[src/rtl/mem_arbiter_if.sv]
// Bus bundle for mem_arbiter: two requester handshakes, the RAM side and status.
// The slave modport is the arbiter; the master modport is the requesters plus the RAM.
interface mem_arbiter_if #(
  parameter int AW = 16,
  parameter int DW = 16
);
  logic          REQ0, REQ1;
  logic          WE0,  WE1;
  logic [AW-1:0] A0,   A1;
  logic [DW-1:0] WD0,  WD1;
  logic          ACK0, ACK1;
  logic [DW-1:0] RD0,  RD1;
  logic [AW-1:0] MA;
  logic [DW-1:0] MWD;
  logic          MEN;
  logic          MWE;
  logic [DW-1:0] MRD;
  logic          BUSY;
  logic          LAST;

  modport slave (
    input  REQ0, REQ1, WE0, WE1, A0, A1, WD0, WD1, MRD,
    output ACK0, ACK1, RD0, RD1, MA, MWD, MEN, MWE, BUSY, LAST
  );

  modport master (
    output REQ0, REQ1, WE0, WE1, A0, A1, WD0, WD1, MRD,
    input  ACK0, ACK1, RD0, RD1, MA, MWD, MEN, MWE, BUSY, LAST
  );
endinterface

[src/rtl/mem_arbiter.sv]
// Round-robin arbiter sharing one synchronous single-port RAM between two requesters.
// Fixed four-cycle transaction: IDLE (grant) -> ISSUE (RAM access) -> RESP (capture) -> DONE (ACK).
module mem_arbiter #(
  parameter int AW = 16,
  parameter int DW = 16
) (
  input  logic          CK,
  input  logic          RST,
  mem_arbiter_if.slave  bus
);

  typedef enum logic [1:0] {IDLE, ISSUE, RESP, DONE} state_t;

  state_t                 state_q, state_d;
  logic                   sel_q,   sel_d;
  logic                   we_q,    we_d;
  logic                   last_q,  last_d;
  logic                   men_q,   men_d;
  logic                   mwe_q,   mwe_d;
  logic [AW-1:0]          ma_q,    ma_d;
  logic [DW-1:0]          mwd_q,   mwd_d;
  logic [1:0]             ack_q,   ack_d;
  logic [1:0][DW-1:0]     rd_q,    rd_d;

  logic [1:0]             req;
  logic [1:0]             we_in;
  logic [1:0][AW-1:0]     a_in;
  logic [1:0][DW-1:0]     wd_in;
  logic                   gnt;

  assign req   = {bus.REQ1, bus.REQ0};
  assign we_in = {bus.WE1,  bus.WE0};
  assign a_in  = {bus.A1,   bus.A0};
  assign wd_in = {bus.WD1,  bus.WD0};

  // On a tie the port that did not win last time gets the RAM.
  assign gnt = (req[0] & req[1]) ? ~last_q : req[1];

  always_comb begin
    state_d = state_q;
    sel_d   = sel_q;
    we_d    = we_q;
    last_d  = last_q;
    ma_d    = ma_q;
    mwd_d   = mwd_q;
    rd_d    = rd_q;
    men_d   = 1'b0;
    mwe_d   = 1'b0;
    ack_d   = '0;
    case (state_q)
      IDLE: begin
        if (|req) begin
          sel_d   = gnt;
          we_d    = we_in[gnt];
          last_d  = gnt;
          ma_d    = a_in[gnt];
          mwd_d   = wd_in[gnt];
          men_d   = 1'b1;
          mwe_d   = we_in[gnt];
          state_d = ISSUE;
        end
      end
      ISSUE: state_d = RESP;
      RESP: begin
        // RAM data from the ISSUE access is on MRD now.
        ack_d[sel_q] = 1'b1;
        if (!we_q) rd_d[sel_q] = bus.MRD;
        state_d = DONE;
      end
      DONE:    state_d = IDLE;
      default: state_d = IDLE;
    endcase
  end

  always_ff @(posedge CK or posedge RST) begin
    if (RST) begin
      state_q <= IDLE;
      sel_q   <= 1'b0;
      we_q    <= 1'b0;
      last_q  <= 1'b1;
      men_q   <= 1'b0;
      mwe_q   <= 1'b0;
      ma_q    <= '0;
      mwd_q   <= '0;
      ack_q   <= '0;
      rd_q    <= '0;
    end else begin
      state_q <= state_d;
      sel_q   <= sel_d;
      we_q    <= we_d;
      last_q  <= last_d;
      men_q   <= men_d;
      mwe_q   <= mwe_d;
      ma_q    <= ma_d;
      mwd_q   <= mwd_d;
      ack_q   <= ack_d;
      rd_q    <= rd_d;
    end
  end

  assign bus.ACK0 = ack_q[0];
  assign bus.ACK1 = ack_q[1];
  assign bus.RD0  = rd_q[0];
  assign bus.RD1  = rd_q[1];
  assign bus.MA   = ma_q;
  assign bus.MWD  = mwd_q;
  assign bus.MEN  = men_q;
  assign bus.MWE  = mwe_q;
  assign bus.LAST = last_q;
  assign bus.BUSY = (state_q != IDLE);

endmodule

[src/flat_wrapper.sv]
// flat-port wrapper written by rule: the top's interface ports become plain ports
module mem_arbiter_flat 
#(
  parameter int AW = 16,
  parameter int DW = 16
)
  (CK, RST, bus_REQ0, bus_REQ1, bus_WE0, bus_WE1, bus_A0, bus_A1, bus_WD0, bus_WD1, bus_MRD, bus_ACK0, bus_ACK1, bus_RD0, bus_RD1, bus_MA, bus_MWD, bus_MEN, bus_MWE, bus_BUSY, bus_LAST);
  mem_arbiter_if #(.AW(AW), .DW(DW)) bus_i ();
  input  logic CK;
  input  logic RST;
  input wire logic [$bits(bus_i.REQ0)-1:0] bus_REQ0;
  input wire logic [$bits(bus_i.REQ1)-1:0] bus_REQ1;
  input wire logic [$bits(bus_i.WE0)-1:0] bus_WE0;
  input wire logic [$bits(bus_i.WE1)-1:0] bus_WE1;
  input wire logic [$bits(bus_i.A0)-1:0] bus_A0;
  input wire logic [$bits(bus_i.A1)-1:0] bus_A1;
  input wire logic [$bits(bus_i.WD0)-1:0] bus_WD0;
  input wire logic [$bits(bus_i.WD1)-1:0] bus_WD1;
  input wire logic [$bits(bus_i.MRD)-1:0] bus_MRD;
  output wire logic [$bits(bus_i.ACK0)-1:0] bus_ACK0;
  output wire logic [$bits(bus_i.ACK1)-1:0] bus_ACK1;
  output wire logic [$bits(bus_i.RD0)-1:0] bus_RD0;
  output wire logic [$bits(bus_i.RD1)-1:0] bus_RD1;
  output wire logic [$bits(bus_i.MA)-1:0] bus_MA;
  output wire logic [$bits(bus_i.MWD)-1:0] bus_MWD;
  output wire logic [$bits(bus_i.MEN)-1:0] bus_MEN;
  output wire logic [$bits(bus_i.MWE)-1:0] bus_MWE;
  output wire logic [$bits(bus_i.BUSY)-1:0] bus_BUSY;
  output wire logic [$bits(bus_i.LAST)-1:0] bus_LAST;
  assign bus_i.REQ0 = bus_REQ0;
  assign bus_i.REQ1 = bus_REQ1;
  assign bus_i.WE0 = bus_WE0;
  assign bus_i.WE1 = bus_WE1;
  assign bus_i.A0 = bus_A0;
  assign bus_i.A1 = bus_A1;
  assign bus_i.WD0 = bus_WD0;
  assign bus_i.WD1 = bus_WD1;
  assign bus_i.MRD = bus_MRD;
  assign bus_ACK0 = bus_i.ACK0;
  assign bus_ACK1 = bus_i.ACK1;
  assign bus_RD0 = bus_i.RD0;
  assign bus_RD1 = bus_i.RD1;
  assign bus_MA = bus_i.MA;
  assign bus_MWD = bus_i.MWD;
  assign bus_MEN = bus_i.MEN;
  assign bus_MWE = bus_i.MWE;
  assign bus_BUSY = bus_i.BUSY;
  assign bus_LAST = bus_i.LAST;
  mem_arbiter #(.AW(AW), .DW(DW)) u_core (.CK(CK), .RST(RST), .bus(bus_i));
endmodule
[config.mk]
export PLATFORM = sky130hd
export DESIGN_NAME = mem_arbiter_flat
export DESIGN_NICKNAME = d
export VERILOG_FILES = /design/src/rtl/mem_arbiter_if.sv /design/src/rtl/mem_arbiter.sv /design/src/flat_wrapper.sv
export SDC_FILE = /design/constraint.sdc
export NUM_CORES = 1
export LEC_CHECK = 0
export ABC_AREA = 0
export BUFFER_PORTS_ARGS = -buffer_cell sky130_fd_sc_hd__buf_2
export CORE_ASPECT_RATIO = 1.5
export CORE_UTILIZATION = 49
export DETAILED_ROUTE_END_ITERATION = 7
export HOLD_SLACK_MARGIN = 0.02
export PLACE_DENSITY = 0.85
export SLEW_MARGIN = 0
export SYNTH_ARGS = -nofsm -noshare
export SYNTH_HDL_FRONTEND = slang
export SYNTH_SLANG_ARGS = --single-unit
[constraint.sdc]
create_clock -name CK -period 6.2 [get_ports CK]
set_input_delay 0.93 -clock CK [delete_from_list [all_inputs] [get_ports CK]]
set_output_delay 0.93 -clock CK [all_outputs]
set_load 0.005 [all_outputs]
---- Word-level counts from Yosys, hierarchy flattened ----
Cells that the tools add are included.
storage, ports and cells
  register bits ........................... 73
  word-level logic and storage cells ...... 46
  output and inout bits ................... 70
  input port bits ......................... 86
operators by class
  multiplexer cells ....................... 19
  bitwise logic cells ..................... 3
  reductions and logical operators ........ 6
  order comparisons ....................... 3
  eq/ne operators ......................... 4
operator list
  cell                                                                    count
  16-bit 2-to-1 mux                                                       5
  32-bit bitwise mux                                                      1
  16-bit demux with 1-bit select                                          1
  1-bit 2-to-1 mux                                                        8
  2-bit one-hot mux with 4 select lines                                   1
  2-bit equality test (second input constant)                             2
  1-bit by 2-bit < comparator with 1-bit output (second input constant)   2
  2-bit 2-to-1 mux                                                        2
  2-bit AND reduction                                                     2
  2-bit by 1-bit equality test with 1-bit output (second input constant)  1
  2-bit zero test                                                         1
  2-bit by 1-bit != test with 1-bit output (second input constant)        1
  1-bit NOT                                                               2
  2-bit nonzero test                                                      1
  2-bit OR reduction                                                      1
  1-bit AND                                                               1
  1-bit demux with 1-bit select                                           1
  1-bit >= comparator (second input constant)                             1
  1-bit logical AND                                                       1

---- Longest topological paths before layout ----
Gate-level depths: netlist of run 1.
  word-level depth ........................ 6
  gate-level depth with buffers ........... 7
  gate-level depth less buffers ........... 6

---- Worst setup path before layout of run 1 ----
OpenSTA, ideal clock, no wires.
  path kind ............................... input port to flip-flop
  start point ............................. in bus_REQ1
  end point ............................... reg u_core.state_q[1]
  setup time .............................. 0.125 ns
  data arrival time ....................... 1.582 ns
  path buffers ............................ 0
  required time ........................... 6.075 ns
  cell stages on the path ................. 2
  slack ................................... 4.493 ns
  cells stage by stage .................... nor3b_1 > mux2_2
on the way
  cells in the longest elaborated chain, start to end .. 2
ends and longest elaborated chain
  item                                                line                text
  from (decl)                                         flat_wrapper.sv:12  input wire logic [$bits(bus_i.REQ1)-1:0] bus_REQ1;
  2-bit OR reduction                                  mem_arbiter.sv:52   if (|req) begin
  2-bit by 1-bit != test with 1-bit output (no line)  -
  to (signal assigned)                                mem_arbiter.sv:88   state_q <= state_d;
  to (decl)                                           mem_arbiter.sv:14   state_t state_q, state_d;
Every way passes these cells.
A chain may end at the register's enable or synchronous reset.

---- Worst setup path in the final report of run 1 ----
  start point ............................. reg u_core.state_q[0]
  end point ............................... out bus_BUSY
on the way
  cells in the longest elaborated chain, start to end .. 1
ends and longest elaborated chain
  item                line                text
  2-bit nonzero test  mem_arbiter.sv:110  assign bus.BUSY = (state_q != IDLE);
  to (decl)           flat_wrapper.sv:28  output wire logic [$bits(bus_i.BUSY)-1:0] bus_BUSY;
Every way passes these cells.

==> results.sh, run 1 <==
export IMPL_tritoncts="yes"
export IMPL_grt_pass1_wl_um=11400
export IMPL_p_clk_frac=0.201
export IMPL_leakagePower_nw=2.06
export IMPL_worstSetupPathType="register to output pin"
export IMPL_synth_cell_types=24
export IMPL_dieArea_um2=6540
export IMPL_grt_usage=0.231
export IMPL_syn_inst=275
export IMPL_final_max_slew_viol_count=0
export IMPL_final_cell_area_um2=4060
export IMPL_crit_fanout=5
export IMPL_wl_per_cell_um=14.2
export IMPL_yosysMostFrequentCell="dfrtp_1"
export IMPL_async_reset_ff_frac=1.00
export IMPL_nets=518
export IMPL_post_cts_resized=0
export IMPL_cts_sink_count=73
export IMPL_period_share=0.354
export IMPL_cts_hold_buffers=0
export IMPL_ant_nets=0
export IMPL_io_buffers=155
export IMPL_finalSetupTns_ns=0
export IMPL_ys_ff_latch=73
export IMPL_pwr_share_seq=0.420
export IMPL_critical_path_required_ns=5.27
export IMPL_first_pass_iters=6
export IMPL_ys_warn_count=0
export IMPL_die_h_um=98.6
export IMPL_synth_fp_nets=364
export IMPL_via_per_inst=5.14
export IMPL_area_growth_pct=33.3
export IMPL_vias=2603
export IMPL_antenna_cells=0
export IMPL_utilization=0.687
export IMPL_numCtsBuffers=9
export IMPL_routed_wl_um=7170
export IMPL_place_area_um2=3840
export IMPL_synth_area_leaders="dfrtp_1 59%, mux2_2 12%, a21oi_1 11%, nor2_1 4.2%, nand2_1 4.1%"
export IMPL_grt_max_degree=74
export IMPL_skew_ns=0.0106
export IMPL_grt_pass1_vias=2501
export IMPL_detail_route_iter0_violations=110
export IMPL_final_hold_violation_count=0
export IMPL_finalSetupViolCount=0
export IMPL_worstPathArrival_ns=1.26
export IMPL_synth_top_area_share=0.591
export IMPL_yosys_area_top_type="dfrtp_1"
export IMPL_cts_setup_buffers=0
export IMPL_overflow=0
export IMPL_io_pins=156
export IMPL_peakVddDrop_mv=0.285
export IMPL_rsz0062_at_grt="no"
export IMPL_dpl_hpwl_um=5090
export IMPL_htree_num_levels=3
export IMPL_drive_gt1_frac=0.498
export IMPL_syn_area_um2=3050
export IMPL_synth_ff_type="dfrtp_1"
export IMPL_synth_area_per_cell_um2=11.1
export IMPL_p_comb_frac=0.379
export IMPL_hold_path_class="register to register"
export IMPL_placeableCoreArea_um2=5910
export IMPL_cts_max_path_buffers=2
export IMPL_max_freq_mhz=456
export IMPL_cap_violations=0
export IMPL_antenna_found_initial=0
export IMPL_clock_root_buffer="clkbuf_8"
export IMPL_worst_skew_pair_late_latency_ns=0.33
export IMPL_p_total_mw=2.02
export IMPL_outcome="finished clean"
export IMPL_finalCriticalPeriod_ns=2.19
export IMPL_crit_path_start_kind="register"
export IMPL_end_kind="output pin"
export IMPL_fp_row_count=34
export IMPL_initial_utilization=0.515
export IMPL_synthTopCellsByCount="72 x dfrtp_1, 67 x a21oi_1, 34 x nor2_1"
export IMPL_tightest_slew_ns=0.901
export IMPL_synth_edf_count=0
export IMPL_p_sw_mw=0.674
export IMPL_max_slew_margin=0.399
export IMPL_swShare=0.333
export IMPL_nFillCells=444
export IMPL_clk_pin_slew_ns=0.08
export IMPL_die_x_um=66.4
export IMPL_internal_power_mw=1.35
export IMPL_power_density_nw_per_um2=498
export IMPL_drc=0
export IMPL_ys_seq_area_frac=0.600
export IMPL_routabilityCongestion=0.811
through the flow:
| stage | cells | worst slack (ns) | hold WS (ns) |
|---|---|---|---|
| floorplan | 275 | 3.42 | 0.504 |
| global placement | 490 | 3.94 | 0.481 |
| detailed placement | 490 | 3.88 | 0.488 |
| CTS | 506 | 3.98 | 0.503 |
| global route | 506 | 3.90 | 0.512 |
| finish | 506 | 4.01 | 0.501 |
power groups by stage:
stage / clock network [mW] / registers, mW / logic, mW
after detailed placement: 0 / 0.852 / 0.780
final: 0.408 / 0.849 / 0.766
after floorplan: 0 / 0.866 / 0.426
after global placement: 0 / 0.844 / 0.746
after global routing: 0.430 / 0.877 / 0.870
after CTS: 0.413 / 0.849 / 0.778
per-layer routing:
layer,wire length [um],global-route usage,share of wire
met2,3350,0.371,0.47
met5,0,0,0
met3,623,0.0521,0.087
met4,95,0.101,0.013
met1,3100,0.296,0.43
registers in the layout, summed over array words and instances, names as in the netlist:
signal / cells
u_core.ack_q: 2
u_core.bus.LAST: 1
u_core.bus.MA: 16
u_core.bus.MEN: 1
u_core.bus.MWD: 16
u_core.bus.MWE: 1
u_core.bus.RD0: 16
u_core.bus.RD1: 16
u_core.sel_q: 1
u_core.state_q: 2
u_core.we_q: 1
layout make-up:
cell class | instances | area, um2 | share of cell area
inverters | 5 | 18.8 | 0.00462
repair buffers | 158 | 798 | 0.196
clock buffers | 11 | 141 | 0.0348
well taps | 72 | 90.1 | 0.0222
clock inverters | 5 | 80.1 | 0.0197
multi-input cells | 182 | 1110 | 0.272
flip-flops and latches | 73 | 1830 | 0.450
layout by cell type (no fill, tap or decap), drive strengths merged:
cell      instances
nand2            33
inv               5
ha                3
nand3b            1
and2              1
clkbuf           11
dfrtp            72
nor2             34
clkinv            1
clkinvlp          2
nor3b             2
a21boi            1
a21oi            67
nor3              1
a21bo             1
and2b             1
bufinv            2
a31oi             1
o21ai             2
mux2i             1
dfstp             1
mux2             33
buf             158
kinds of logic after synthesis:
logic type	Yosys count	share of synthesized area
buffers and inverters	20	0.0370
AOI/OAI and AO/OA	72	0.124
muxes	34	0.125
and+or+nand+nor	73	0.102
DFF	73	0.600
adders and majority gates	3	0.0123
critical path, stage by stage, from the launching register on:
cell,delay [ns]
dfrtp_1,0.37
inv_1,0.11
ha_1,0.26
inv_1,0.07
buf_2,0.12
final timing paths:
check	end	cells past startpoint	startpoint	slack, ns
worst max-delay path	bus_BUSY	4	u_core.state_q[0]	4.01
worst min-delay path	u_core.bus.RD1[11]	1	u_core.bus.RD1[11]	0.50
worst max register to register	u_core.bus.RD0[10]	4	u_core.state_q[0]	4.21
worst min register to register	u_core.bus.RD1[11]	1	u_core.bus.RD1[11]	0.50
max in group asynchronous	u_core.bus.RD0[10]	3	RST	4.74
min in group asynchronous	u_core.bus.RD0[5]	3	RST	0.85
No activity file was read; power rests on OpenSTA's default activity.
==> run 2, diff against run 1 <==
--- a/config.mk
+++ b/config.mk
@@ -5,13 +5,13 @@
 export SDC_FILE = /design/constraint.sdc
 export NUM_CORES = 1
 export LEC_CHECK = 0
-export ABC_AREA = 0
+export ABC_AREA = 1
 export BUFFER_PORTS_ARGS = -buffer_cell sky130_fd_sc_hd__buf_2
 export CORE_ASPECT_RATIO = 1.5
-export CORE_UTILIZATION = 49
+export CORE_UTILIZATION = 42
 export DETAILED_ROUTE_END_ITERATION = 7
 export HOLD_SLACK_MARGIN = 0.02
-export PLACE_DENSITY = 0.85
+export PLACE_DENSITY = 0.76
 export SLEW_MARGIN = 0
 export SYNTH_ARGS = -nofsm -noshare
 export SYNTH_HDL_FRONTEND = slang
==> constraint.sdc (replaced) <==
create_clock -name CK -period 2 [get_ports CK]
set_input_delay 0.3 -clock CK [delete_from_list [all_inputs] [get_ports CK]]
set_output_delay 0.3 -clock CK [all_outputs]
set_load 0.005 [all_outputs]
==> run 2 against run 1 <==
Die area increased by 30%. Highest routed layer unchanged. Largest cell class unchanged. Critical endpoint is now u_core.bus.MA[8]. Clock power grew to 3.6 times the previous value. Final cell count rose by 38%.
==> results.sh, run 2 <==
export IMPL_regArea_um2=1830
export IMPL_syn_area_um2=3430
export IMPL_antenna_found_initial=0
export IMPL_worst_skew_pair_late_latency_ns=0.33
export IMPL_post_cts_resized=0
export IMPL_ys_warn_count=0
export IMPL_place_area_um2=4270
export IMPL_power_density_nw_per_um2=1420
export IMPL_finalSetupViolCount=0
export IMPL_detail_route_iter0_violations=175
export IMPL_place_inst=681
export IMPL_clk_pin_slew_ns=0.05
export IMPL_worstPathArrival_ns=1.87
export IMPL_vias=3209
export IMPL_cap_violations=0
export IMPL_die_h_um=113
export IMPL_ys_seq_area_frac=0.533
export IMPL_drive_gt1_frac=0.311
export IMPL_ant_nets=0
export IMPL_cts_hold_buffers=0
export IMPL_synth_fp_nets=525
export IMPL_crit_fanout=35
export IMPL_first_pass_iters=5
export IMPL_utilization=0.571
export IMPL_synth_top_area_share=0.525
export IMPL_critPathMaxStageDelay_ns=0.35
export IMPL_area_growth_pct=32.6
export IMPL_max_slew_margin=0.591
export IMPL_synth_cell_types=17
export IMPL_numCtsBuffers=9
export IMPL_worstSetupPathType="register to register"
export IMPL_placeableCoreArea_um2=7960
export IMPL_final_max_slew_viol_count=0
export IMPL_grt_usage=0.202
export IMPL_critPathSlowestCell="dfrtp_1"
export IMPL_fp_row_count=40
export IMPL_routabilityCongestion=0.756
export IMPL_async_reset_ff_frac=1.00
export IMPL_skew_ns=0.00774
export IMPL_overflow=0
export IMPL_synthTopCellsByCount="140 x nand2_1, 90 x inv_1, 72 x dfrtp_1"
export IMPL_yosysMostFrequentCell="nand2_1"
export IMPL_max_freq_mhz=604
export IMPL_cts_setup_buffers=0
export IMPL_synth_area_per_cell_um2=7.87
export IMPL_critical_path_required_ns=2.22
export IMPL_dieArea_um2=8540
export IMPL_layout_common_cells="155 x buf_2, 140 x nand2_1, 89 x inv_1"
export IMPL_setup_ws_ns=0.344
export IMPL_nFillCells=722
export IMPL_tritoncts="yes"
export IMPL_synth_ff_type="dfrtp_1"
export IMPL_end_kind="register"
export IMPL_routed_wl_um=7970
export IMPL_ys_ff_latch=73
export IMPL_finalSetupTns_ns=0
export IMPL_clock_root_buffer="clkbuf_16"
export IMPL_synth_area_leaders="dfrtp_1 53%, nand2_1 15%, inv_1 9.9%, nand3_1 9.8%, o21ai_0 4.8%"
export IMPL_tightest_slew_ns=0.612
export IMPL_syn_inst=436
export IMPL_final_hold_violation_count=0
export IMPL_dpl_hpwl_um=5940
export IMPL_rsz0062_at_grt="no"
export IMPL_peakVddDrop_mv=0.600
export IMPL_yosys_area_top_type="dfrtp_1"
export IMPL_multi_input_area_um2=1120
export IMPL_synth_edf_count=0
export IMPL_critPathTopFamily="simple AND/OR/NAND/NOR gates"
export IMPL_antenna_cells=0
export IMPL_period_share=0.828
export IMPL_initial_utilization=0.431
export IMPL_grt_pass1_wl_um=12900
export IMPL_timing_critical_path_buf_inv=3
export IMPL_io_buffers=155
export IMPL_wl_per_cell_um=11.4
export IMPL_leakagePower_nw=2.81
export IMPL_htree_num_levels=3
export IMPL_finalCriticalPeriod_ns=1.66
export IMPL_crit_chain="inv_1 -> ha_1 -> inv_1 -> nor2_8 -> inv_4 -> nand2_1 -> nand2_1"
export IMPL_outcome="finished clean"
export IMPL_cts_max_path_buffers=2
export IMPL_via_per_inst=4.60
export IMPL_crit_path_start_kind="register"
export IMPL_grt_max_degree=36
export IMPL_nets=676
export IMPL_dp_slack_ns=0.353
export IMPL_hold_path_class="primary input to async pin"
export IMPL_die_x_um=75.8
export IMPL_cts_sink_count=73
export IMPL_grt_pass1_vias=2980
export IMPL_fin_cells=697
export IMPL_drc=0
export IMPL_layout_commonest_cell="buf_2"
export IMPL_io_pins=156
export IMPL_final_cell_area_um2=4550
[run 2: cell count changes after synthesis, moves of 3 or more]
cell / delta
nand2_1: +107
buf_4: +4
mux2_2: -33
clkbuf_1: +4
inv_1: +86
a21oi_1: -67
buf_6: +3
o21ai_0: +32
nand3_1: +67
nor2_1: -34
[run 2: area by class of cell]
type / count / share of cell area
repair buffers: 162 / 0.185
flip-flops and latches: 73 / 0.402
clock inverters: 3 / 0.00330
inverters: 91 / 0.0765
well taps: 105 / 0.0289
multi-input cells: 250 / 0.247
clock buffers: 13 / 0.0572
[run 2: worst paths after layout]
kind / start / end / slack (ns) / depth (start not counted)
setup / recovery: u_core.state_q[0] / u_core.bus.MA[8] / 0.34 / 7
hold / removal: RST / u_core.sel_q / 0.04 / 2
setup reg to reg: u_core.state_q[0] / u_core.bus.MA[8] / 0.34 / 7
hold reg to reg: u_core.sel_q / u_core.ack_q[0] / 0.47 / 1
max in group asynchronous: RST / u_core.bus.RD0[1] / 1.39 / 3
min in group CK: bus_MRD[11] / u_core.bus.RD0[11] / 0.24 / 3
[run 2: worst register-to-register path: stages, from the launching register on]
cell and delay, ns:
dfrtp_1 0.35, inv_1 0.12, ha_1 0.21, inv_1 0.12, nor2_8 0.34, inv_4 0.22, nand2_1 0.12, nand2_1 0.06
[run 2: cells by family after synthesis]
family	Yosys count	share of synthesized area
AOI/OAI and AO/OA	35	0.0511
adders and majority gates	3	0.0109
buffers and inverters	113	0.139
DFF	73	0.533
and+or+nand+nor	212	0.266
[run 2: per-stage QoR]
step	hold slack, ns	power (mW)
6_report	0.0425	6.47
5_1_grt	0.0992	7.05
2_1_floorplan	0.440	4.01
3_5_place_dp	0.417	5.08
4_1_cts	0.0596	6.56
3_3_place_gp	0.416	4.95
[run 2: where the power goes]
group,leakage [nW],internal [mW],switching [mW]
registers,0.892,2.23,0.397
clock network,0.139,0.900,0.549
logic,1.78,1.04,1.36
total,2.81,4.17,2.30
[run 2: metal layers]
layer | vias to the layer above | part of all wire | track usage
li1 | 1610 | - | -
met2 | 146 | 0.51 | 0.358
met4 | 0 | 0.026 | 0.110
met1 | 1441 | 0.40 | 0.215
met5 | - | 0 | 0
met3 | 12 | 0.059 | 0.0386
